File: src/rtl/seg7_pkg.sv
// Shared types and constants for the seven-segment scan controller.
// Glyphs are held active-high as g..a; output polarity is applied later in the top.
package seg7_pkg;

    localparam logic [6:0] GLYPH [16] = '{
        7'b0111111, 7'b0000110, 7'b1011011, 7'b1001111,
        7'b1100110, 7'b1101101, 7'b1111101, 7'b0000111,
        7'b1111111, 7'b1101111, 7'b1110111, 7'b1111100,
        7'b0111001, 7'b1011110, 7'b1111001, 7'b1110001
    };

    localparam logic [6:0] DASH_GLYPH = 7'b1000000;

    typedef struct packed {
        logic       valid;
        logic       dp;
        logic [3:0] val;
    } digit_t;

    function automatic int idx_width(input int n);
        return (n <= 1) ? 1 : $clog2(n);
    endfunction

endpackage

File: src/rtl/seg7_decoder.sv
// Value-to-glyph decoder, active-high segments g..a; blank digits light nothing.
module seg7_decoder
    import seg7_pkg::*;
(
    input  logic [3:0] val,
    input  logic       valid,
    input  logic       hex_mode,
    output logic [6:0] glyph
);

    always_comb begin
        glyph = 7'b0000000;
        if (valid) begin
            if (!hex_mode && (val > 4'd9)) begin
                glyph = DASH_GLYPH;
            end else begin
                glyph = GLYPH[val];
            end
        end
    end

endmodule

File: src/rtl/seg7_scan_ctrl.sv
// N-digit time-multiplexed seven-segment controller with latched per-digit registers.
// Output registers load from next-state values so led/anode always line up with cnt/scan_idx.
module seg7_scan_ctrl
    import seg7_pkg::*;
#(
    parameter int NUM_DIGITS     = 4,
    parameter int REFRESH_DIV    = 10000,
    parameter int GUARD_CYCLES   = 1,
    parameter int HEX_MODE       = 1,
    parameter int SEG_ACTIVE_LOW = 1,
    parameter int AN_ACTIVE_LOW  = 1,
    localparam int IW            = idx_width(NUM_DIGITS),
    localparam int CW            = idx_width(REFRESH_DIV)
) (
    input  logic                  clk,
    input  logic                  rst,
    input  logic [NUM_DIGITS-1:0] wr_en,
    input  logic [3:0]            wr_data,
    input  logic                  wr_dp,
    input  logic                  clear,
    output logic [6:0]            led,
    output logic                  dp,
    output logic [NUM_DIGITS-1:0] anode,
    output logic [IW-1:0]         scan_idx
);

    localparam logic [6:0]            SEG_MASK = (SEG_ACTIVE_LOW != 0) ? 7'h7f : 7'h00;
    localparam logic                  DP_MASK  = (SEG_ACTIVE_LOW != 0);
    localparam logic [NUM_DIGITS-1:0] AN_MASK  = {NUM_DIGITS{AN_ACTIVE_LOW != 0}};
    localparam logic [CW-1:0]         CNT_LAST = CW'(REFRESH_DIV - 1);
    localparam logic [IW-1:0]         IDX_LAST = IW'(NUM_DIGITS - 1);
    localparam logic                  HEX_EN   = (HEX_MODE != 0);

    digit_t [NUM_DIGITS-1:0] digits_q;
    digit_t [NUM_DIGITS-1:0] digits_nxt;
    logic   [CW-1:0]         cnt_q;
    logic   [CW-1:0]         cnt_nxt;
    logic   [IW-1:0]         idx_q;
    logic   [IW-1:0]         idx_nxt;

    digit_t                  disp;
    logic                    guard;
    logic   [6:0]            glyph;
    logic   [NUM_DIGITS-1:0] an_sel;

    logic   [6:0]            led_q;
    logic                    dp_q;
    logic   [NUM_DIGITS-1:0] anode_q;

    // Clear beats any simultaneous write; reset is handled in the register block.
    always_comb begin
        digits_nxt = digits_q;
        cnt_nxt    = cnt_q;
        idx_nxt    = idx_q;

        if (clear) begin
            for (int i = 0; i < NUM_DIGITS; i++) begin
                digits_nxt[i] = '0;
            end
        end else begin
            for (int i = 0; i < NUM_DIGITS; i++) begin
                if (wr_en[i]) begin
                    digits_nxt[i] = {1'b1, wr_dp, wr_data};
                end
            end
        end

        if (cnt_q == CNT_LAST) begin
            cnt_nxt = '0;
            idx_nxt = (idx_q == IDX_LAST) ? '0 : idx_q + 1'b1;
        end else begin
            cnt_nxt = cnt_q + 1'b1;
        end
    end

    always_comb begin
        disp   = digits_nxt[idx_nxt];
        guard  = (int'(cnt_nxt) < GUARD_CYCLES);
        an_sel = NUM_DIGITS'(1) << idx_nxt;
    end

    seg7_decoder u_decoder (
        .val      (disp.val),
        .valid    (disp.valid),
        .hex_mode (HEX_EN),
        .glyph    (glyph)
    );

    always_ff @(posedge clk) begin
        if (rst) begin
            digits_q <= '0;
            cnt_q    <= '0;
            idx_q    <= '0;
            led_q    <= SEG_MASK;
            dp_q     <= DP_MASK;
            anode_q  <= AN_MASK;
        end else begin
            digits_q <= digits_nxt;
            cnt_q    <= cnt_nxt;
            idx_q    <= idx_nxt;
            if (guard) begin
                led_q   <= SEG_MASK;
                dp_q    <= DP_MASK;
                anode_q <= AN_MASK;
            end else begin
                led_q   <= glyph ^ SEG_MASK;
                dp_q    <= (disp.valid & disp.dp) ^ DP_MASK;
                anode_q <= an_sel ^ AN_MASK;
            end
        end
    end

    assign led      = led_q;
    assign dp       = dp_q;
    assign anode    = anode_q;
    assign scan_idx = idx_q;

endmodule

File: config.mk
export PLATFORM = sky130hd
export DESIGN_NAME = seg7_scan_ctrl
export DESIGN_NICKNAME = d
export VERILOG_FILES = /design/src/rtl/seg7_pkg.sv /design/src/rtl/seg7_decoder.sv /design/src/rtl/seg7_scan_ctrl.sv
export SDC_FILE = /design/constraint.sdc
export NUM_CORES = 1
export LEC_CHECK = 0
export CORE_MARGIN = 10
export CORE_UTILIZATION = 58
export DETAILED_ROUTE_END_ITERATION = 16
export DONT_BUFFER_PORTS = 1
export PLACE_DENSITY_LB_ADDON = 0.05
export REMOVE_ABC_BUFFERS = 1
export SYNTH_ARGS = -nofsm -noshare
export SYNTH_HDL_FRONTEND = slang
export SYNTH_SLANG_ARGS = --single-unit
File: constraint.sdc
create_clock -name clk -period 3.8 [get_ports clk]
set_input_delay 0.38 -clock clk [delete_from_list [all_inputs] [get_ports clk]]
set_output_delay 0.38 -clock clk [all_outputs]
set_load 0.02 [all_outputs]
# After elaboration in Yosys (flattened, before gate mapping)
# Memories as Yosys holds them, arrays and structs flattened.
# Cells that the tools add are included.
# op_classes
n_shift	1
n_reduce_logical	1
magnitude_cmp	3
bitwise_logic	5
n_addsub	2
eq_ne	2
n_mux	13
# op_table
op	n
2-to-1 mux 6 bit	5
2-to-1 mux 24 bit	1
2-to-1 mux 7 bit	3
adder 14 x 1 -> 14 bit, second input constant	1
== test 14 bit, second input constant	1
less-than comparator 14 x 1 -> 1 bit, second input constant	1
2-to-1 mux 14 bit	1
binary-select mux 6 bit (select 2 bit)	1
inverter 7 bit	1
>= comparator 5 bit, second input constant	1
inverter 4 -> 5 bit	1
2-to-1 mux 2 bit	2
inverter 4 bit	1
<< shifter 1 x 2 -> 4 bit, first input constant	1
less-than comparator 2 x 3 -> 1 bit, second input constant	1
adder 2 x 1 -> 2 bit, second input constant	1
== test 2 bit, second input constant	1
OR reduction 2 bit	1
bitwise AND 1 bit	1
inverter 1 bit	1
# totals
n_memories	1
in_bits	12
output_inout_bits	14
regBits	52
rom_bits	112
wordCells	45
# memory_table
memory	words	width	rd	rd_ports_with_merged_regs	wr	line_no	source
(name not given)	16	7	1	0	0	seg7_decoder.sv:17	glyph = GLYPH[val];

# Depth between registers and ports, before layout
# Gate-level depths: netlist (run 1).
# depth
word_depth	11
ltp_mapped	12
mapped_depth_nobuf	11

# Cells and area by module
# Synthesis (run 1) repeated with hierarchy kept, for this count alone.
# unflattened
hier_cells	296
hier_area_um2	2651.3
# modules_own_cells
mod	cells_each	seq_area_each_um2	instances	area_each_um2
seg7_scan_ctrl	256	1041.0	1	2368.5
seg7_decoder	40	0.0	1	282.8

# Least setup slack after synthesis (run 1)
# No wires, ideal clock.
# synth_timing
kind	flip-flop to flip-flop
from	register cnt_q[7]
to	register led_q[0] (netlist: led[0])
path_slack_ns	0.677
stages_incl_launch_ff	13
setup_ns	0.143
t_required_ns	3.657
synth_period_minus_slack_ns	3.123
n_path_buf	2
arrival_time_ns	2.980
path_cell_list	dfxtp_1 buf_6 or4_4 nor4_4 mux2i_1 clkbuf_1 mux2i_1 a32o_1 inv_1 ha_1 mux2_2 o32ai_1 o31ai_1
# synth_via
elab_chain_len	10
elab_cells_between_ends	14
classes_between	add/sub: 1; order compare: 1; eq/ne: 1; mux: 7; bitwise: 2; reduce/logical: 1; memory: 1
# synth_lines
item	line_no	source
start: declaration	seg7_scan_ctrl.sv:36	logic [CW-1:0] cnt_q;
start signal: assignment	seg7_scan_ctrl.sv:99	cnt_q <= cnt_nxt;
== test 14 bit	seg7_scan_ctrl.sv:68	if (cnt_q == CNT_LAST) begin
2-to-1 mux 2 bit	seg7_scan_ctrl.sv:68	
binary-select mux 6 bit (select 2 bit)	seg7_scan_ctrl.sv:77	disp = digits_nxt[idx_nxt];
2-to-1 mux 6 bit (implied by the code)	seg7_scan_ctrl.sv:77	
inverter 4 -> 5 bit (implied by the code)	seg7_decoder.sv:17	
memory (16 x 7 bit)	n/a	
2-to-1 mux 7 bit (implied by the code) (2 in series)	seg7_decoder.sv:17	
2-to-1 mux 7 bit	seg7_decoder.sv:13	if (valid) begin
inverter 7 bit (no line)	n/a	
end signal: assignment	seg7_scan_ctrl.sv:106	led_q <= glyph ^ SEG_MASK;
end: declaration	seg7_scan_ctrl.sv:46	logic [6:0] led_q;
# Several ways; a longest one is shown, not always the timed one. The select of a mux whose other input is x is not followed.
# A chain may end at the register's enable or synchronous reset.

# Worst setup path in the final report (run 1)
# layout_timing
from	register cnt_q[4]
to	register led_q[0] (netlist: led[0])
# Same word-level chain as after synthesis.

==> summary.txt, run 1 <==
Route
  • Vias per cell: 6.09
  • DR pass1 iterations: 4
  • Total number of vias: approximately 2200
  • Total Wirelength: 6.14 mm
  • Post-route ant nets: 0
  • WL/cell: 17.2 um
  • Number of DRC violations after detailed-routing iteration 0: 83
  • Residual DRC: 0

Yosys
  • Yosys Warn Count: 0
  • Dominant synthesized flop cell: dfxtp_1
  • Syn Inst Count: 310
  • Avg Cell Area, Syn: 9.00 um^2
  • Synth unique cells: 57
  • Mapped Area: 0.00279 mm^2
  • Number of flops mapped to enable cells by yosys: 0
  • Synth Register Bits: between 50 and 60
  • Sequential-to-total area share from yosys stat: 37.3%
  • Async S/R FF share, synth: 0%

Layout
  • Finished Core Util: 61.7%
  • Share of layout cells above drive strength 1: 8.58%
  • Diode count: 0
  • Layout fillers: 417
  • Area delta synth->final: 3.86%
  • Final nets: 323

Worst setup path
  • Crit path DAT: between 3000 and 4000 ps
  • Critical-path maximum fanout: 14
  • Kind of critical path: flip-flop to flip-flop
  • R2r setup slk: ~390 ps
  • Crit path launch type: flip-flop
  • WP data required: between 3000 and 4000 ps
  • Worst setup EP type: flip-flop

Clock tree
  • CTS resizes: 0
  • Clock-pin slew on the worst setup and hold paths: 100 ps
  • Max Root-Sink Buffers: 2
  • H-tree depth: 2
  • Clock latency on the worst-skew pair: 310 ps
  • CTS root buffer: clkbuf_8
  • CTS tree: built
  • CTS Buf Count: 5
  • CTS sink count: 52
  • Hold_buf cts: 0
  • Post-CTS Setup Inserts: 0

Floorplan
  • Core area: 0.00469 mm^2
  • Die Wd: 89.3 um
  • Row count: 25
  • Num ports: 26
  • Die area: ~0.0080 mm^2
  • Die Ht: approximately 90 um
  • Initial Util: about three fifths

Placed design
  • GPL Wtd Cong: approximately 0.86
  • Port bufs: 0
  • Hpwl dp: 4.49 mm

Power and ir drop
  • Sequential share of power: between 50% and 60%
  • Switching Fraction: 22.8%
  • Worst IR drop on VDD: around 0.24 mV
  • Switching power: ~0.00024 W
  • P_leak: 1.11 nW
  • Power share of the combinational group: 8.4%
  • Design Power: about 0.0010 W
  • Clock network power share: 35.8%
  • Power Dens Cells: 356 mW/mm^2
  • Internal: 0.000796 W

GRT
  • Antenna violations before repair: 0
  • Gr ovfl total: 0
  • All-Layer GR Usage: between 15 and 20%
  • Vias in the first global route: 2080
  • Global-route wire length before repair: 10.2 mm
  • Largest net degree at the start of global routing: 25

STA
  • Slew @ Worst Pin: 696 ps
  • Peak Freq: between 200 and 300 MHz
  • Fin crit share: 89.7%
  • Post-route minimum period: 3410 ps
  • RSZ-0062 raised after global routing: false
  • Hold_ws: ~130 ps
  • Fin. Hold Viols: 0
  • Worst slew margin relative to its limit: a little over half
  • Setup TNS: 0 ps
  • Fin Clk Skew: 10.6 ps
  • Final setup fails: 0
  • Slew Limit Fails: 0

Outcome
  • Status: completed

Job
  • Max-Cap Viols: 0

Hold path
  • Class of the worst hold path: input port to flip-flop
[cell usage in the layout, fill, tap and decap left out, types with 3 or more instances in the layout]
master    instances
nor2_1           55
dfxtp_1          52
mux2i_1          31
nand2_1          19
nand3_1          11
xnor2_1          10
nor3_1            9
ha_1              9
and3_1            7
nor2b_1           7
inv_1             5
a21oi_1           5
clkbuf_8          5
nand4_1           4
mux2_2            4
o221ai_1          4
o211ai_1          4
nor4_1            3
a211o_1           3
or3_1             3
o21ai_0           3
buf_4             3
[layout make-up]
cell class | instances | area [um^2] | share of cell area (%)
multi-input cells | 235 | 1640 | 56.6
flip-flops and latches | 52 | 1040 | 35.9
clock buffers | 6 | 72.6 | 2.51
well taps | 54 | 67.6 | 2.33
clock inverters | 2 | 35.0 | 1.21
repair buffers | 3 | 22.5 | 0.778
inverters | 5 | 18.8 | 0.648
[power groups by stage]
stage	logic (W)	registers, W	clock network [W]
global route	0.0000972	0.000578	0.000406
floorplan	0.0000697	0.000586	0
CTS	0.0000864	0.000576	0.000382
finish	0.0000868	0.000576	0.000369
global placement	0.0000852	0.000588	0
detailed placement	0.0000858	0.000589	0
[cell families after synthesis]
family | after synthesis | synth area share (%)
DFF | 52 | 37.3
and+or+nand+nor | 131 | 23.1
AOI/OAI and AO/OA | 47 | 14.6
muxes | 36 | 13.3
xor gates and xnor gates | 12 | 3.77
buffers and inverters | 23 | 3.90
adders and majority gates | 9 | 4.04
[worst paths after layout]
check / startpoint / cells past startpoint / end
max: cnt_q[4] / 10 / led[0]
min: rst / 1 / cnt_q[1]
max reg2reg: cnt_q[4] / 10 / led[0]
min reg2reg: digits_q[23] / 2 / digits_q[23]
[per-layer routing]
metal  vias up  GRT usage [%]  part of all wire [%]
li1       1105              -                     -
met1      1017           21.3                    49
met4         0           5.20                   1.6
met3         8           4.19                   5.6
met5         -              0                     0
met2        45           24.9                    44
[cell usage after synthesis (all sizes together), types with 6 or more instances]
master  number  area share (%)
nor2        55             7.4
dfxtp       52              37
mux2i       31              11
nand2       19             2.6
clkbuf      12             1.6
nand3       11             2.0
xnor2       10             3.1
ha           9             4.0
nor3         9             1.6
and3         7             1.6
nor2b        7             1.6
buf          6             1.6
[registers in the layout, summed over array words and instances (netlist names)]
| name | cells |
|---|---|
| anode | 4 |
| cnt_q | 14 |
| led | 7 |
| dp | 1 |
| scan_idx | 2 |
| digits_q | 24 |
[stage by stage]
stage	instances	setup slack, ps	instance area, um^2
5_1_grt	357	114	2900
4_1_cts	357	429	2900
3_5_place_dp	349	464	2790
6_report	357	390	2900
2_1_floorplan	292	558	2700
3_3_place_gp	349	526	2790
[worst max-delay path, cell delays in order, from the launching register on]
cell and delay, ps:
dfxtp_1 380, or4_4 590, nor4_4 400, mux2_2 410, mux2i_1 220, a32o_1 330, inv_1 120, ha_1 280
mux2_2 290, o32ai_1 120, o31ai_1 110
Power figures use the tool's default switching activity.
==> run 2: changes to the inputs <==
GPL_ROUTABILITY_DRIVEN = 1   (was unset)
SLEW_MARGIN = 10   (was unset)
clock period = 3.6 ns   (was 3.8 ns; I/O delays follow)
==> summary.txt, run 2 (synthesis gave the netlist of run 1 again) <==
Layout
  • Top reg by flops: digits_q
  • Most common cell after layout, fill and taps aside: nor2_1
  • Area delta synth->final: 4.62%
  • Final nets: 327 (+1.2%)
  • Post-Layout Cell Count: 361 (+1.1%)
  • Share of layout cells above drive strength 1: 10.1% (+1.5 points)
  • Most frequent cells in the layout: 55 x nor2_1, 52 x dfxtp_1, 31 x mux2i_1
  • Diode count: 0 (unchanged)
  • Finished Core Util: 62.2% (+0.45 points)
  • Max FFs per register: 24 (unchanged)
  • Layout fillers: 418 (+0.24%)

Worst setup path
  • Crit path DAT: 3500 ps (-70 ps)
  • Crit path launch type: flip-flop
  • Worst setup EP type: flip-flop
  • WP data required: 3770 ps (-190 ps)
  • Critical-path maximum fanout: 8 (-6)
  • Kind of critical path: flip-flop to flip-flop

Route
  • Vias per cell: 6.15 (+0.89%)
  • Post-route ant nets: 0 (unchanged)
  • Total Wirelength: 6.30 mm (+2.6%)
  • WL/cell: 17.4 um (+1.5%)
  • Residual DRC: 0 (unchanged)
  • Total number of vias: 2219 (+2.0%)
  • Number of DRC violations after detailed-routing iteration 0: 76 (-8.4%)
  • DR pass1 iterations: 4 (unchanged)

Floorplan
  • Row count: 25 (unchanged)
  • Num ports: 26 (unchanged)
  • Die Wd: 89.3 um (unchanged)
  • Die Ht: 89.3 um (unchanged)
  • Core area: 0.00469 mm^2 (unchanged)
  • Initial Util: 59.4% (unchanged)
  • Die area: 0.00798 mm^2 (unchanged)

Placed design
  • Post-placement cell count: 351 (+0.57%)
  • GPL Wtd Cong: 0.883 (+2.6%)
  • Port bufs: 0 (unchanged)
  • Hpwl dp: 4.60 mm (+2.4%)

Power and ir drop
  • Power Dens Cells: 359 mW/mm^2 (+0.81%)
  • Worst IR drop on VDD: 0.245 mV (+3.9%)
  • Clock network power share: 33.2% (-2.6 points)
  • Power share of the combinational group: 8.8% (+0.4 points)
  • Sequential share of power: 58.0% (+2.2 points)
  • Internal: 0.000790 W (-0.71%)
  • Switching Fraction: 24.5% (+1.7 points)
  • P_leak: 1.13 nW (+1.7%)
  • Switching power: 0.000257 W (+9.2%)

Clock tree
  • CTS tree: built
  • Clock latency on the worst-skew pair: 320 ps (about the same)
  • Hold_buf cts: 0 (unchanged)
  • Clock-pin slew on the worst setup and hold paths: 100 ps (about the same)
  • Max Root-Sink Buffers: 2 (unchanged)
  • CTS sink count: 52 (unchanged)
  • CTS root buffer: clkbuf_8
  • CTS Buf Count: 5 (unchanged)
  • H-tree depth: 2 (unchanged)

GRT
  • Gr ovfl total: 0 (unchanged)
  • All-Layer GR Usage: 17.0% (+0.94 points)
  • Global-route wire length before repair: 10.5 mm (+3.1%)
  • M2 GR Usage: 27.7% (+2.8 points)
  • Met1 usage in global routing: 20.4% (-0.91 points)
  • Most Crowded Layer GR: met2
  • Largest net degree at the start of global routing: 25 (unchanged)
  • Met3 demand-to-capacity share in global routing: 4.56% (+0.36 points)
  • Vias in the first global route: 2123 (+2.1%)
  • Antenna violations before repair: 0 (unchanged)

STA
  • Final setup fails: 0 (unchanged)
  • RSZ-0062 raised after global routing: false
  • Slew Limit Fails: 0 (unchanged)
  • Post-route minimum period: 3330 ps (-75.5 ps)
  • Fin Clk Skew: 9.62 ps (-0.927 ps)
  • Peak Freq: 300 MHz (+2.3%)
  • Setup TNS: 0 ps (unchanged)
  • Fin crit share: 92.6% (+2.9 points)
  • Slew @ Worst Pin: 694 ps (-2.06 ps)
  • Worst slew margin relative to its limit: 53.7% (+1.3 points)
  • Fin. Hold Viols: 0 (unchanged)

Outcome
  • Status: completed

Hold path
  • Class of the worst hold path: input port to flip-flop

Job
  • Max-Cap Viols: 0 (unchanged)
[run 2: cell count changes in the layout (fill, tap and decap cells not counted)]
cell	previous run	this run
buf_4	3	7
a32o_1	2	1
a32o_2	0	1
bufinv_16	1	0
clkbuf_8	5	6
clkinv_2	1	0
clkinvlp_4	0	1
mux2_2	4	3
mux2_4	1	2
[run 2: power by group through the flow]
stage	clock network, W	logic, W	registers [W]
after global placement	0	0.0000899	0.000621
after global routing	0.000379	0.000103	0.000610
final	0.000347	0.0000920	0.000608
after CTS	0.000355	0.0000917	0.000608
after detailed placement	0	0.0000912	0.000621
after floorplan	0	0.0000736	0.000619
[run 2: critical path: stages (launching register included)]
cell and delay, ps:
dfxtp_1 370, or4_4 590, nor4_4 430, mux2i_1 170
buf_4 200, mux2i_1 150, a32o_1 330, inv_1 170
ha_1 270, mux2_2 270, o32ai_1 130, o31ai_1 110
[run 2: through the flow]
| stage | hold WS [ps] | power [W] | instance area (um^2) | worst slack (ps) |
|---|---|---|---|---|
| finish | 97.9 | 0.00105 | 2920 | 266 |
| floorplan | 429 | 0.000692 | 2700 | 358 |
| CTS | 95.1 | 0.00105 | 2900 | 148 |
| global route | 84.2 | 0.00109 | 2920 | 36.5 |
| global placement | 433 | 0.000711 | 2800 | 318 |
| detailed placement | 436 | 0.000713 | 2800 | 149 |
[run 2: per-layer routing]
layer	part of all wire (%)	up-vias
met1	46	1044
li1	-	1111
met2	46	52
met5	0	-
met3	5.5	12
met4	2.0	0
[run 2: what timing repair did]
| action | 4_1_cts | 5_1_grt |
|---|---|---|
| endpoints found under the setup margin | 0 | 2 |
| setup buffers | 0 | 2 |
| hold endpoints to repair | 0 | 0 |
| resized for setup | 0 | 2 |
[run 2: worst paths after layout]
kind / slack, ps / from / cells past startpoint / to
worst min register to register: 480 / cnt_q[0] / 1 / cnt_q[0]
worst min-delay path: 100 / rst / 1 / scan_idx[1]
worst max-delay path: 270 / cnt_q[4] / 11 / led[0]
worst max register to register: 270 / cnt_q[4] / 11 / led[0]
[run 2: cell type report]
cell class,instances,area [um^2],share of cell area (%)
multi-input cells,235,1640,56.3
flip-flops and latches,52,1040,35.7
clock buffers,7,86.3,2.96
well taps,54,67.6,2.32
repair buffers,7,52.6,1.80
inverters,5,18.8,0.643
clock inverters,1,7.51,0.257
